===== config.mk =====
export PLATFORM = sky130hd
export DESIGN_NAME = adc_event_builder
export DESIGN_NICKNAME = d
export VERILOG_FILES = /design/src/rtl/adc_event_builder.sv
export SDC_FILE = /design/constraint.sdc
export NUM_CORES = 1
export LEC_CHECK = 0
export BUFFER_PORTS_ARGS = -buffer_cell sky130_fd_sc_hd__buf_4
export CORE_ASPECT_RATIO = 0.7
export CORE_UTILIZATION = 40
export DETAILED_ROUTE_END_ITERATION = 7
export SETUP_SLACK_MARGIN = 0.2
export SYNTH_ARGS = -nofsm -noshare
export SYNTH_HDL_FRONTEND = slang
export SYNTH_SLANG_ARGS = --single-unit

===== constraint.sdc =====
create_clock -name clk -period 8.3 [get_ports clk]
set_clock_uncertainty 0.05 [all_clocks]
set_input_delay 0.83 -clock clk [delete_from_list [all_inputs] [get_ports clk]]
set_output_delay 0.83 -clock clk [all_outputs]
set_load 0.02 [all_outputs]

===== src/rtl/adc_event_builder.sv =====
// Digital discriminator on the ADC stream: finds threshold crossings, tracks the pulse
// peak and emits one {peak, timestamp} word per pulse as a single-cycle FIFO write strobe.
module adc_event_builder #(
  parameter int ADC_W   = 14,
  parameter int TS_W    = 50,
  parameter int TS_STEP = 8,
  parameter int CNT_W   = 16
) (
  input  logic             clk,
  input  logic             reset,
  input  logic             enable,
  input  logic             ts_clear,
  input  logic [ADC_W-1:0] adc_in,
  input  logic [ADC_W-1:0] threshold,
  input  logic [ADC_W-1:0] hysteresis,
  input  logic [CNT_W-1:0] peak_window,
  input  logic [CNT_W-1:0] holdoff,
  input  logic             event_ready,
  output logic [63:0]      event_data,
  output logic             event_valid,
  output logic [31:0]      drop_count,
  output logic             busy
);

  typedef enum logic [2:0] {IDLE, ARMED, PEAK, EMIT, HOLDOFF} state_t;

  state_t                  state_reg, state_next;
  logic signed [ADC_W-1:0] s_reg, s_prev_reg;
  logic signed [ADC_W-1:0] peak_reg, peak_next;
  logic [TS_W-1:0]         ts_reg, ts_evt_reg, ts_evt_next;
  logic [CNT_W-1:0]        wcnt_reg, wcnt_next, hcnt_reg, hcnt_next;
  logic [63:0]             event_data_reg;
  logic                    event_valid_reg;
  logic [31:0]             drop_count_reg;

  logic signed [ADC_W-1:0] thr, rearm;
  logic [ADC_W+1:0]        rearm_wide;
  logic                    crossing, emit_ok;

  assign thr = threshold;

  // Two guard bits so threshold - hysteresis can never wrap before saturation.
  assign rearm_wide = {{2{threshold[ADC_W-1]}}, threshold} - {2'b00, hysteresis};
  always_comb begin
    rearm = rearm_wide[ADC_W-1:0];
    if (rearm_wide[ADC_W+1:ADC_W-1] != 3'b000 && rearm_wide[ADC_W+1:ADC_W-1] != 3'b111)
      rearm = {1'b1, {(ADC_W-1){1'b0}}};
  end

  assign crossing = (s_reg > thr) && (s_prev_reg <= thr);
  assign emit_ok  = (state_reg == EMIT) && enable;

  always_comb begin
    state_next  = state_reg;
    peak_next   = peak_reg;
    wcnt_next   = wcnt_reg;
    hcnt_next   = hcnt_reg;
    ts_evt_next = ts_evt_reg;
    case (state_reg)
      IDLE:    if (s_reg <= thr) state_next = ARMED;
      ARMED: begin
        if (crossing) begin
          ts_evt_next = ts_reg;
          peak_next   = s_reg;
          wcnt_next   = CNT_W'(1);
          state_next  = PEAK;
        end
      end
      PEAK: begin
        if (s_reg > peak_reg) peak_next = s_reg;
        wcnt_next = wcnt_reg + CNT_W'(1);
        // wcnt starts at 1, so a zero window closes after one cycle just like a window of 1.
        if (wcnt_reg >= peak_window || s_reg < rearm) state_next = EMIT;
      end
      EMIT: begin
        hcnt_next  = holdoff;
        state_next = HOLDOFF;
      end
      HOLDOFF: begin
        if (hcnt_reg != '0)    hcnt_next = hcnt_reg - CNT_W'(1);
        else if (s_reg < rearm) state_next = ARMED;
      end
      default: state_next = IDLE;
    endcase
    if (!enable) state_next = IDLE;
  end

  always_ff @(posedge clk or posedge reset) begin
    if (reset) begin
      state_reg       <= IDLE;
      s_reg           <= '0;
      s_prev_reg      <= '0;
      peak_reg        <= '0;
      ts_reg          <= '0;
      ts_evt_reg      <= '0;
      wcnt_reg        <= '0;
      hcnt_reg        <= '0;
      event_data_reg  <= '0;
      event_valid_reg <= 1'b0;
      drop_count_reg  <= '0;
    end else begin
      state_reg  <= state_next;
      s_reg      <= adc_in;
      s_prev_reg <= s_reg;
      peak_reg   <= peak_next;
      ts_evt_reg <= ts_evt_next;
      wcnt_reg   <= wcnt_next;
      hcnt_reg   <= hcnt_next;
      ts_reg     <= ts_clear ? '0 : ts_reg + TS_W'(TS_STEP);
      event_valid_reg <= emit_ok && event_ready;
      if (emit_ok && event_ready) event_data_reg <= {peak_reg, ts_evt_reg};
      if (emit_ok && !event_ready && drop_count_reg != 32'hFFFF_FFFF)
        drop_count_reg <= drop_count_reg + 32'd1;
    end
  end

  assign event_data  = event_data_reg;
  assign event_valid = event_valid_reg;
  assign drop_count  = drop_count_reg;
  assign busy        = (state_reg == PEAK) || (state_reg == EMIT) || (state_reg == HOLDOFF);

endmodule


==> metrics.md, run 1 <==
| Metric | Value |
|---|---|
| Status | `complete, but fails checks` |
| Failing checks | `design-rule violations` |
| Register area | `6630 sq um` |
| Count of fill cells added during filler insertion | `2984` |
| Nets | `1595` |
| Commonest non-fill, non-tap cell in the layout | `sky130_fd_sc_hd__dfrtp_1` |
| P_int | `2.62 mW` |
| Vias in the first global route | `9433` |
| Largest register FFs | `61` |
| Power density over cell area | `229 nW/um^2` |
| Post-CTS Setup Bufs | `0` |
| Flop pwr share | `42.4%` |
| Count of routing violations after the opening detailed-route iteration | `690` |
| Placement-stage cell area | `15100 sq um` |
| Wirelength per Cell | `16.2 um` |
| Post-route DRC | `13` |
| Required time of the worst setup path | `8.67 ns` |
| H-tree level count | `1` |
| Sequential area share after synthesis | `49.5%` |
| Endpoint kind of the worst setup timing path | `flip-flop` |
| Final Hold Vio Count | `0` |
| Setup repair after global routing missed its margin | `no` |
| Leakage component of the power | `7.99 nW` |
| Crit Path Class | `input port to flip-flop` |
| Synth top area share | `49.5%` |
| Clock edge transition at the registers on the reported setup and hold paths | `0.07 ns` |
| Fraction of layout cells with a size suffix above 1 | `24.3%` |
| Area of the multi-input gates | `6290 sq um` |
| Number of vias after detailed routing | `9741` |
| Row count | `55` |
| DRT antenna net count | `0` |
| Slew Viols, Final | `0` |
| Flip-flop cell with the highest count after synthesis | `sky130_fd_sc_hd__dfrtp_1` |
| Maximum clock path buffer count | `3` |
| Ratio of routed vias to standard cells | `5.20` |
| Proportion of power drawn by combinational gates | `20.1%` |
| Fin util | `49.5%` |
| Max-cap violation count | `0` |
| Wire length of the first global-routing pass | `49500 um` |
| Ports | `177` |
| Minimum clock period | `5.12 ns` |
| Final design instance area without fill | `16100 sq um` |
| Post-CTS Resized | `0` |
| Share of the clock period used by the worst path | `61.7%` |
| Share of synthesized flip-flops with an asynchronous set or reset | `100%` |
| Data arrival time of the critical path | `5.49 ns` |
| Initial Utilization | `41.1%` |
| Clock share of power | `37.6%` |
| Net Sw Frac | `29.1%` |
| Gate Count Post-Synth | `1257` |
| Combined area of all synthesized cells | `13400 sq um` |
| Maximum fanout along the worst path | `12` |
| Worst supply voltage drop on vdd | `0.000172 V` |
| Mean cell area of the mapped netlist | `10.7 sq um` |
| Overflow left after global routing | `0` |
| # hold bufs at CTS | `0` |
| 1st-pass router iterations | `7` |
| Clock sink total | `265` |
| Sw power | `1.07 mW` |
| Largest net degree at the start of global routing | `146` |
| Fmax | `0.195 GHz` |
| Number of buffers created by CTS | `27` |
| Synth area leaders | `sky130_fd_sc_hd__dfrtp_1, sky130_fd_sc_hd__mux2_2, sky130_fd_sc_hd__ha_1, sky130_fd_sc_hd__xor2_1, sky130_fd_sc_hd__nand2_1` |
| Number of enable flip-flop cells after synthesis | `0` |
| Floorplan die width | `221 um` |
| Register bit total from synthesis | `265` |
| Source-to-sink clock delay at the later pin of the worst-skew pair | `0.55 ns` |
| Clock tree from TritonCTS | `built` |
| Die outline height | `155 um` |
| Sum of routed wire length over all layers | `30400 um` |
| Final setup vio count | `0` |
| Weighted congestion reported at the end of routability-driven placement | `0.875` |
| Least-Margin Pin Slew | `0.952 ns` |
| Kind of launch point of the worst setup path | `input port` |
| Worst slew margin relative to its limit | `36.5%` |
| Number of buffer cells added on primary ports | `173` |
| Number of warning messages in the yosys log | `0` |
| Antenna violations before repair | `0` |
| Post-synthesis cell type with the largest combined area | `sky130_fd_sc_hd__dfrtp_1` |
| Min-Delay Path Class | `input port to flip-flop` |
| Highest-count cells in the layout ignoring fill and taps | `sky130_fd_sc_hd__dfrtp_1, sky130_fd_sc_hd__buf_4, sky130_fd_sc_hd__mux2_2` |
| Global-route usage over all layers | `17.9%` |
| Distinct cell type count of the synthesized netlist | `67` |
| Area of the die | `34200 sq um` |
| Core area | `32600 sq um` |
| Placed wire-length estimate | `21400 um` |
| Number of diodes added for antenna fixing | `0` |
| Setup TNS after final layout | `0 ns` |
| Area delta synth->final | `20.5%` |
| Master cell of the clock root buffer | `sky130_fd_sc_hd__clkbuf_16` |
## worst max-delay path, stage by stage
cell                       delay (ns)
sky130_fd_sc_hd__buf_4           0.13
sky130_fd_sc_hd__inv_1           0.05
sky130_fd_sc_hd__ha_1            0.16
sky130_fd_sc_hd__inv_1           0.05
sky130_fd_sc_hd__fa_1            0.41
sky130_fd_sc_hd__a211oi_1        0.36
sky130_fd_sc_hd__o21bai_1        0.17
sky130_fd_sc_hd__a311oi_2        0.48
sky130_fd_sc_hd__o41ai_2         0.16
sky130_fd_sc_hd__nor3_1          0.19
sky130_fd_sc_hd__a22o_1          0.40
sky130_fd_sc_hd__o211ai_1        0.17
sky130_fd_sc_hd__ha_1            0.31
sky130_fd_sc_hd__and4_1          0.22
sky130_fd_sc_hd__a21oi_1         0.15
sky130_fd_sc_hd__a21boi_0        0.13
sky130_fd_sc_hd__nor4_1          0.53
sky130_fd_sc_hd__a21oi_1         0.20
sky130_fd_sc_hd__a311oi_1        0.29
sky130_fd_sc_hd__o21bai_1        0.08
## metal layers
layer	share of wire [%]	track usage (%)
met1	52	28.2
met5	0	0
met4	1.6	2.97
met3	5.6	3.38
met2	41	25.6
## synthesized netlist by cell type (2+ instances only)
master	number
sky130_fd_sc_hd__o31a_1	2
sky130_fd_sc_hd__nor4_1	7
sky130_fd_sc_hd__o21ai_0	75
sky130_fd_sc_hd__nor3_1	19
sky130_fd_sc_hd__and2b_1	2
sky130_fd_sc_hd__a221o_1	4
sky130_fd_sc_hd__nand2_1	101
sky130_fd_sc_hd__mux2_2	109
sky130_fd_sc_hd__nor2_1	82
sky130_fd_sc_hd__o21a_1	5
sky130_fd_sc_hd__clkbuf_1	25
sky130_fd_sc_hd__buf_1	6
sky130_fd_sc_hd__dfrtp_1	265
sky130_fd_sc_hd__a31oi_1	9
sky130_fd_sc_hd__buf_2	6
sky130_fd_sc_hd__xor2_1	44
sky130_fd_sc_hd__a311oi_1	2
sky130_fd_sc_hd__o22ai_1	7
sky130_fd_sc_hd__and2_1	11
sky130_fd_sc_hd__or3_4	2
sky130_fd_sc_hd__nand3_1	42
sky130_fd_sc_hd__and4_1	10
sky130_fd_sc_hd__or4b_1	2
sky130_fd_sc_hd__o21bai_1	4
sky130_fd_sc_hd__or3_1	10
sky130_fd_sc_hd__o211ai_1	7
sky130_fd_sc_hd__a22oi_1	4
sky130_fd_sc_hd__o31ai_1	3
sky130_fd_sc_hd__xnor2_1	37
sky130_fd_sc_hd__a211oi_1	8
sky130_fd_sc_hd__ha_1	90
sky130_fd_sc_hd__nor2b_1	9
sky130_fd_sc_hd__and3_1	27
sky130_fd_sc_hd__inv_1	84
sky130_fd_sc_hd__o2bb2ai_1	2
sky130_fd_sc_hd__or4_1	2
sky130_fd_sc_hd__a21o_1	12
sky130_fd_sc_hd__a22o_1	2
sky130_fd_sc_hd__a211o_1	2
sky130_fd_sc_hd__buf_4	4
sky130_fd_sc_hd__nor3b_1	2
sky130_fd_sc_hd__a21oi_1	61
sky130_fd_sc_hd__nand4_1	25
sky130_fd_sc_hd__o221ai_1	2
## worst paths after layout
path,start,end,slack (ns),cells after the start
min in group asynchronous,reset,s_prev_reg[0],0.44,3
max reg2reg,s_reg[11],peak_reg[4],3.93,10
max,threshold[0],state_reg[2],3.18,20
max in group asynchronous,reset,drop_count[25],6.35,4
min,adc_in[5],s_reg[5],0.33,1
min reg2reg,s_reg[0],s_prev_reg[0],0.42,0
## power by group through the flow
stage	logic (mW)	clock network (mW)	registers (mW)
floorplan	0.470	0	1.60
global placement	0.728	0	1.58
detailed placement	0.744	0	1.59
CTS	0.748	1.43	1.56
global route	0.839	1.48	1.59
finish	0.742	1.39	1.57
## cells by family (layout without fill, tap and decap cells)
logic type	count (synthesis)	count (layout)	share of synthesized area [%]
AO/OA/AOI/OAI	224	224	10.4
XOR/XNOR	81	81	5.30
adder cells (fa/ha/maj)	91	91	8.56
buffers and inverters	125	311	3.67
flip-flops	265	265	49.5
multiplexers	109	109	9.16
other	1	3	0.0280
AND/OR/NAND/NOR	361	361	13.4
## stage by stage
step / cells / power, mW / hold WS (ns) / worst slack [ns]
floorplan: 1259 / 2.07 / 0.341 / 3.65
finish: 1872 / 3.69 / 0.333 / 3.18
detailed placement: 1823 / 2.33 / 0.421 / 2.75
global route: 1872 / 3.90 / 0.305 / 2.84
CTS: 1872 / 3.74 / 0.301 / 3.29
global placement: 1823 / 2.31 / 0.416 / 2.84
## layout make-up
type / instances / share of cell area (%)
Inverter: 84 / 1.98
Clock inverter: 16 / 1.67
Timing Repair Buffer: 178 / 8.35
Multi-Input combinational cell: 869 / 39.0
Tap cell: 427 / 3.31
Sequential cell: 265 / 41.1
Clock buffer: 33 / 4.63
Power figures use the tool's default switching activity.
==> run 2, diff against run 1 <==
- ABC_AREA: default -> 1
- clock period: 8.3 -> 4.31 ns (I/O delays scaled with it)
==> metrics.md, run 2 <==
| Metric | Value |
|---|---|
| Synth top area share | `46.7% (-2.9 points)` |
| Clock sink total | `265 (unchanged)` |
| Kind of launch point of the worst setup path | `input port` |
| Share of the clock period used by the worst path | `84.4%` |
| Cell count after placement | `2354 (+29%)` |
| Nets | `2098 (+32%)` |
| Worst slew margin relative to its limit | `26.8% (-9.7 points)` |
| Sum of routed wire length over all layers | `34500 um (+14%)` |
| Synth area leaders | `sky130_fd_sc_hd__dfrtp_1, sky130_fd_sc_hd__nand2_1, sky130_fd_sc_hd__ha_1, sky130_fd_sc_hd__inv_1, sky130_fd_sc_hd__o21ai_0` |
| Wire length on met3 | `2220 um (+30%)` |
| Weighted congestion reported at the end of routability-driven placement | `0.929 (+6.2%)` |
| Minimum clock period | `3.64 ns` |
| Ratio of routed vias to standard cells | `4.90 (-5.8%)` |
| Power density over cell area | `500 nW/um^2 (+120%)` |
| Count of routing violations after the opening detailed-route iteration | `997 (+44%)` |
| Final design instance area without fill | `17100 sq um (+6.0%)` |
| Area of the die | `36300 sq um (+6.0%)` |
| Non-filler cells in the finished layout | `2419 (+29%)` |
| Combined area of all synthesized cells | `14200 sq um (+6.1%)` |
| Worst path bufs/invs | `4 (+1)` |
| Wirelength per Cell | `14.3 um (-12%)` |
| Highest layer used for signal routing | `met4` |
| Number of enable flip-flop cells after synthesis | `0 (unchanged)` |
| Clock edge transition at the registers on the reported setup and hold paths | `0.06 ns (about the same)` |
| Sequential area share after synthesis | `46.7% (-2.9 points)` |
| Largest register FFs | `61 (unchanged)` |
| Leakage component of the power | `8.34 nW (+4.4%)` |
| Flip-flop cell with the highest count after synthesis | `sky130_fd_sc_hd__dfrtp_1` |
| Commonest cells in the netlist | `sky130_fd_sc_hd__nand2_1, sky130_fd_sc_hd__dfrtp_1, sky130_fd_sc_hd__inv_1, sky130_fd_sc_hd__o21ai_0, sky130_fd_sc_hd__nor2_1` |
| Maximum clock path buffer count | `3 (unchanged)` |
| Post-route DRC | `0 (-13)` |
| Maximum fanout along the worst path | `13 (+1)` |
| Metal2 WL | `13900 um (+11%)` |
| Source-to-sink clock delay at the later pin of the worst-skew pair | `0.55 ns (about the same)` |
| Fraction of layout cells with a size suffix above 1 | `14.5% (-9.8 points)` |
| Share of synthesized flip-flops with an asynchronous set or reset | `100% (unchanged)` |
| Gate Count Post-Synth | `1741 (+39%)` |
| Least-Margin Pin Slew | `1.10 ns (+0.145 ns)` |
| Crit Path Class | `input port to flip-flop` |
| Highest-count cells in the layout ignoring fill and taps | `sky130_fd_sc_hd__nand2_1, sky130_fd_sc_hd__dfrtp_1, sky130_fd_sc_hd__inv_1` |
| Wire length of the first global-routing pass | `56500 um (+14%)` |
| Status | `finished, final reports clean` |
| Initial Utilization | `40.8% (-0.22 points)` |
| Ports | `177 (unchanged)` |
| Setup TNS after final layout | `0 ns (unchanged)` |
| Number of buffer cells added on primary ports | `173 (unchanged)` |
| Placement-stage cell area | `16000 sq um (+6.0%)` |
| Number of vias after detailed routing | `11900 (+22%)` |
| Max-cap violation count | `0 (unchanged)` |
| Total power of the final layout | `8.55 mW (+130%)` |
| Number of warning messages in the yosys log | `0 (unchanged)` |
| Most frequent cell after synthesis | `sky130_fd_sc_hd__nand2_1` |
| Mean cell area of the mapped netlist | `8.16 sq um (-23%)` |
| Final Hold Vio Count | `0 (unchanged)` |
| Core area | `34800 sq um (+6.7%)` |
| Worst supply voltage drop on vdd | `0.000254 V (+47%)` |
| Post-synthesis cell type with the largest combined area | `sky130_fd_sc_hd__dfrtp_1` |
| Cell family contributing the most delay on the critical path | `simple AND/OR/NAND/NOR gates` |
| Worst stage delay on the critical path | `0.37 ns (-0.16 ns)` |
| Fmax | `0.275 GHz` |
| DRT antenna net count | `0 (unchanged)` |
| Min-Delay Path Class | `input port to flip-flop` |
| Floorplan die width | `227 um (+3.0%)` |
| Final setup vio count | `0 (unchanged)` |
| Vias in the first global route | `11100 (+17%)` |
| Data arrival time of the critical path | `4.03 ns (-1.46 ns)` |
| Row count | `57 (+3.6%)` |
| Slowest cell on the critical path | `sky130_fd_sc_hd__fa_1` |
| Endpoint kind of the worst setup timing path | `flip-flop` |
| Area delta synth->final | `20.4%` |
| Global-route usage over all layers | `19.1% (+1.2 points)` |
| Required time of the worst setup path | `4.70 ns (-3.97 ns)` |
| Number of buffers created by CTS | `29 (+7.4%)` |
| Die outline height | `160 um (+3.0%)` |
| Slew Viols, Final | `0 (unchanged)` |
| Clock tree from TritonCTS | `built` |
| Antenna violations before repair | `1 (+1)` |
| Register bit total from synthesis | `265 (unchanged)` |
| Placed wire-length estimate | `25500 um (+19%)` |
| Overflow left after global routing | `0 (unchanged)` |
| Setup repair after global routing missed its margin | `no` |
| Distinct cell type count of the synthesized netlist | `54 (-19%)` |
| Minimum hold slack | `0.0956 ns (-0.238 ns)` |
| 1st-pass router iterations | `5 (-2)` |
| H-tree level count | `1 (unchanged)` |
| Largest net degree at the start of global routing | `132 (-9.6%)` |
| Commonest non-fill, non-tap cell in the layout | `sky130_fd_sc_hd__nand2_1` |
| Master cell of the clock root buffer | `sky130_fd_sc_hd__clkbuf_16` |
| Most common cell on crit path | `sky130_fd_sc_hd__nand2_1` |
| Met1 routed wirelength after detailed routing | `17900 um (+14%)` |
-- run 2: cell count changes in the layout (fill, tap and decap cells not counted), moves of 13 or more --
cell | previous run | this run
sky130_fd_sc_hd__nand2_1 | 100 | 387
sky130_fd_sc_hd__inv_1 | 83 | 263
sky130_fd_sc_hd__mux2_2 | 109 | 0
sky130_fd_sc_hd__o21ai_0 | 75 | 161
sky130_fd_sc_hd__nor2_1 | 82 | 130
sky130_fd_sc_hd__a21oi_1 | 61 | 102
sky130_fd_sc_hd__and3_1 | 27 | 1
sky130_fd_sc_hd__xnor2_1 | 37 | 13
sky130_fd_sc_hd__nand3_1 | 42 | 61
sky130_fd_sc_hd__nor3_1 | 18 | 36
sky130_fd_sc_hd__dlygate4sd3_1 | 0 | 15
sky130_fd_sc_hd__xor2_1 | 44 | 31
-- run 2: path summary, 6_finish.rpt --
| kind | startpoint | to | slack (ns) | cells after the start |
|---|---|---|---|---|
| worst max-delay path | threshold[0] | state_reg[2] | 0.67 | 27 |
| worst min-delay path | enable | state_reg[1] | 0.1 | 3 |
| worst max register to register | s_reg[5] | wcnt_reg[13] | 1.11 | 12 |
| worst min register to register | s_reg[0] | s_prev_reg[0] | 0.36 | 0 |
| max in group asynchronous | reset | drop_count[6] | 2.61 | 4 |
| min in group asynchronous | reset | event_data[50] | 0.46 | 3 |
-- run 2: metrics by stage --
stage | utilization (%) | worst slack [ns]
floorplan | - | 0.331
global placement | 46.1 | 0.266
detailed placement | 46.1 | 0.140
CTS | 49.2 | 0.719
global route | 49.2 | 0.411
finish | 49.2 | 0.672
-- run 2: final cells by class --
type	instances	area, sq um
Fill cell	3372	17700
Sequential cell	265	6630
Multi-Input combinational cell	1162	6390
Timing Repair Buffer	195	1540
Inverter	275	1040
Clock buffer	42	835
Tap cell	472	591
Clock inverter	7	91.3
Antenna cell	1	2.50
-- run 2: kinds of logic (layout without fill, tap and decap cells) --
| family | count (synthesis) | after routing | share of synthesized area [%] |
|---|---|---|---|
| mux | 1 | 1 | 0.0704 |
| simple gates | 706 | 706 | 22.0 |
| flops | 265 | 265 | 46.7 |
| fa+ha+maj | 91 | 91 | 8.06 |
| other cells | 1 | 4 | 0.0264 |
| xor+xnor | 44 | 44 | 2.71 |
| buf+inv | 316 | 519 | 8.56 |
| compound gates | 317 | 317 | 12.0 |
-- run 2: worst register-to-register path, stage by stage (launching register included) --
cell and delay (ns):
sky130_fd_sc_hd__dfrtp_1 0.47, sky130_fd_sc_hd__ha_1 0.36, sky130_fd_sc_hd__nand4_1 0.12, sky130_fd_sc_hd__o221ai_1 0.38
sky130_fd_sc_hd__nand2_1 0.11, sky130_fd_sc_hd__o211ai_1 0.12, sky130_fd_sc_hd__xor2_1 0.09, sky130_fd_sc_hd__a21oi_1 0.31
sky130_fd_sc_hd__nand2_1 0.18, sky130_fd_sc_hd__nor2_4 0.22, sky130_fd_sc_hd__inv_1 0.09, sky130_fd_sc_hd__nand2_1 0.40
sky130_fd_sc_hd__o32ai_1 0.16
-- run 2: where the power goes --
part | total (mW) | switching (mW) | internal (mW)
Sequential | 3.48 | 0.368 | 3.11
Clock | 2.44 | 0.992 | 1.45
Combinational | 2.63 | 1.62 | 1.01
Total | 8.55 | 2.98 | 5.57
-- run 2: routing by layer --
layer  up-vias  track usage [%]
met5         -                0
met3        38             3.44
met1      5514             30.7
li1       6023                -
met4         0             3.81
met2       285             26.4
-- run 2: what timing repair did --
| action | in CTS | in global routing |
|---|---|---|
| hold buffers | 15 | 0 |
| setup buffers | 0 | 0 |
| resized for setup | 0 | 0 |
| hold endpoints to repair | 37 | 0 |
==> run 3, diff against run 2 <==
- clock period: 4.31 -> 3.8 ns (I/O delays scaled with it)
==> metrics.md, run 3 (synthesized netlist as in run 2, its figures left out) <==
| Metric | Value |
|---|---|
| Maximum clock path buffer count | `3 (unchanged)` |
| Final design instance area without fill | `17300 sq um (+0.97%)` |
| Highest-count cells in the layout ignoring fill and taps | `sky130_fd_sc_hd__nand2_1, sky130_fd_sc_hd__dfrtp_1, sky130_fd_sc_hd__inv_1` |
| Least-Margin Pin Slew | `1.03 ns (-0.0689 ns)` |
| Status | `finished, final reports clean` |
| Worst reg2reg path startpoint | `s_reg[5]` |
| Minimum clock period | `3.24 ns` |
| Area delta synth->final | `21.6%` |
| Clock sink total | `265 (unchanged)` |
| Largest net degree at the start of global routing | `114 (-14%)` |
| Pre-CTS setup slack | `-0.167 ns (-0.307 ns)` |
| Met2 usage | `27.9% (+1.4 points)` |
| Global-route usage over all layers | `19.6% (+0.49 points)` |
| Worst path bufs/invs | `5 (+1)` |
| Largest register FFs | `61 (unchanged)` |
| Instance count along the most critical hold path | `3 (unchanged)` |
| Floorplan die width | `227 um (unchanged)` |
| Number of buffers created by CTS | `28 (-3.4%)` |
| Fmax | `0.308 GHz` |
| Worst Reg-to-Reg Cells | `12 (unchanged)` |
| Placement-stage cell area | `16100 sq um (+0.64%)` |
| Maximum fanout along the worst path | `13 (unchanged)` |
| Source-to-sink clock delay at the later pin of the worst-skew pair | `0.55 ns (about the same)` |
| Nets | `2109 (+0.52%)` |
| Row count | `57 (unchanged)` |
| Crit Path Class | `input port to flip-flop` |
| Power density over cell area | `569 nW/um^2 (+14%)` |
| Wirelength per Cell | `14.3 um (+0.19%)` |
| Destination of the worst hold path | `hcnt_reg[9]` |
| Count of routing violations after the opening detailed-route iteration | `796 (-20%)` |
| Vias in the first global route | `11500 (+3.6%)` |
| Fraction of layout cells with a size suffix above 1 | `15.6% (+1.1 points)` |
| Clock tree from TritonCTS | `built` |
| Required time of the worst setup path | `4.19 ns (-0.51 ns)` |
| Slew Viols, Final | `0 (unchanged)` |
| Worst supply voltage drop on vdd | `0.000357 V (+41%)` |
| Share of the clock period used by the worst path | `85.3%` |
| Post-route DRC | `0 (unchanged)` |
| Reg-to-reg setup timing slack | `0.57 ns (-0.54 ns)` |
| Ratio of routed vias to standard cells | `4.93 (+0.54%)` |
| Setup repair after global routing missed its margin | `yes` |
| Weighted congestion reported at the end of routability-driven placement | `0.919 (-1.0%)` |
| Final setup vio count | `0 (unchanged)` |
| Clock edge transition at the registers on the reported setup and hold paths | `0.06 ns (about the same)` |
| Cell family contributing the most delay on the critical path | `simple AND/OR/NAND/NOR gates` |
| Worst stage delay on the critical path | `0.38 ns (about the same)` |
| Min-Delay Path Class | `input port to flip-flop` |
| 1st-pass router iterations | `5 (unchanged)` |
| Leakage component of the power | `8.43 nW (+1.1%)` |
| H-tree level count | `1 (unchanged)` |
| Number of vias after detailed routing | `12000 (+0.99%)` |
| Max-cap violation count | `0 (unchanged)` |
| Final Hold Vio Count | `0 (unchanged)` |
| Commonest non-fill, non-tap cell in the layout | `sky130_fd_sc_hd__nand2_1` |
| Placed wire-length estimate | `25700 um (+0.99%)` |
| Met3 global-route usage | `2.93% (-0.52 points)` |
| Data arrival time of the critical path | `3.63 ns (-0.40 ns)` |
| DRT antenna net count | `0 (unchanged)` |
| Core area | `34800 sq um (unchanged)` |
| Sum of routed wire length over all layers | `34700 um (+0.65%)` |
| Global routing's busiest layer | `met1` |
| Reg2reg end | `wcnt_reg[8]` |
| Ports | `177 (unchanged)` |
| Master cell of the clock root buffer | `sky130_fd_sc_hd__clkbuf_16` |
| Met1 GRT Util | `31.6% (+0.96 points)` |
| Worst slew margin relative to its limit | `31.4% (+4.6 points)` |
| Antenna violations before repair | `0 (-1)` |
| Endpoint kind of the worst setup timing path | `flip-flop` |
| Slowest cell on the critical path | `sky130_fd_sc_hd__fa_1` |
| Die outline height | `160 um (unchanged)` |
| Count of fill cells added during filler insertion | `3371 (-0.030%)` |
| Overflow left after global routing | `0 (unchanged)` |
| Critical hold path startpoint | `holdoff[9]` |
| Final setup slack of the worst path | `0.558 ns (-0.114 ns)` |
| Kind of launch point of the worst setup path | `input port` |
| Wire length of the first global-routing pass | `58200 um (+3.1%)` |
| Initial Utilization | `40.8% (unchanged)` |
| Number of buffer cells added on primary ports | `173 (unchanged)` |
| Area of the die | `36300 sq um (unchanged)` |
| Number of diodes added for antenna fixing | `0 (-1)` |
run 3: changes by cell type in the layout (fill, tap and decap cells not counted), sizes merged:
cell,change
buf,+12
clkbuf,-7
clkinvlp,+1
diode,-1
clkinv,+4
bufinv,+2
run 3: through the flow:
step	hold WS (ns)	TNS (ns)	cells	utilization (%)	power, mW
floorplan	0.324	-33.79	1743	-	5.86
global placement	0.392	-0.225	2366	46.4	6.91
detailed placement	0.400	-0.424	2366	46.4	7.00
CTS	0.0316	0	2430	49.6	9.96
global route	0.0361	0	2430	49.7	10.5
finish	0.0571	0	2430	49.7	9.84
run 3: how the worst max path moves through the flow:
stage | from | end | slack, ns | depth (start not counted)
global placement | threshold[0] | state_reg[2] | -0.1 | 28
global route | threshold[0] | state_reg[2] | 0.18 | 28
floorplan | reset | drop_count[0] | -0.13 | 1
CTS | threshold[0] | state_reg[2] | 0.39 | 28
finish | threshold[0] | state_reg[2] | 0.56 | 28
detailed placement | threshold[0] | state_reg[2] | -0.17 | 28
run 3: power by group:
| part | switching (mW) | internal, mW | leakage (nW) |
|---|---|---|---|
| Combinational | 1.84 | 1.17 | 4.54 |
| Clock | 1.16 | 1.73 | 0.477 |
| Sequential | 0.419 | 3.53 | 3.42 |
| Total | 3.42 | 6.42 | 8.43 |
run 3: area by class of cell:
type / count / area, sq um / share of cell area (%)
Inverter: 275 / 1040 / 5.99
Tap cell: 472 / 591 / 3.42
Clock inverter: 14 / 175 / 1.01
Timing Repair Buffer: 207 / 1650 / 9.52
Clock buffer: 35 / 788 / 4.56
Multi-Input combinational cell: 1162 / 6410 / 37.1
Sequential cell: 265 / 6630 / 38.4
run 3: worst register-to-register path, delay by kind of cell, from the launching register on:
family / cells / cell delay (ns)
and+or+nand+nor: 5 / 1.04
DFF: 1 / 0.48
buffers and inverters: 1 / 0.10
AOI/OAI and AO/OA: 4 / 0.95
adders and majority gates: 1 / 0.37
xor gates and xnor gates: 1 / 0.10
run 3: routing by layer:
layer	share of wire (%)	routed length, um
met5	0	0
met4	1.2	430
met3	6.3	2200
met2	40	14000
met1	52	18200
run 3: timing repair:
item,in CTS,in global routing
hold buffers,15,0
endpoints found under the hold margin,34,0
endpoints found under the setup margin,0,5
gates resized for setup,0,8
setup buffers,0,0
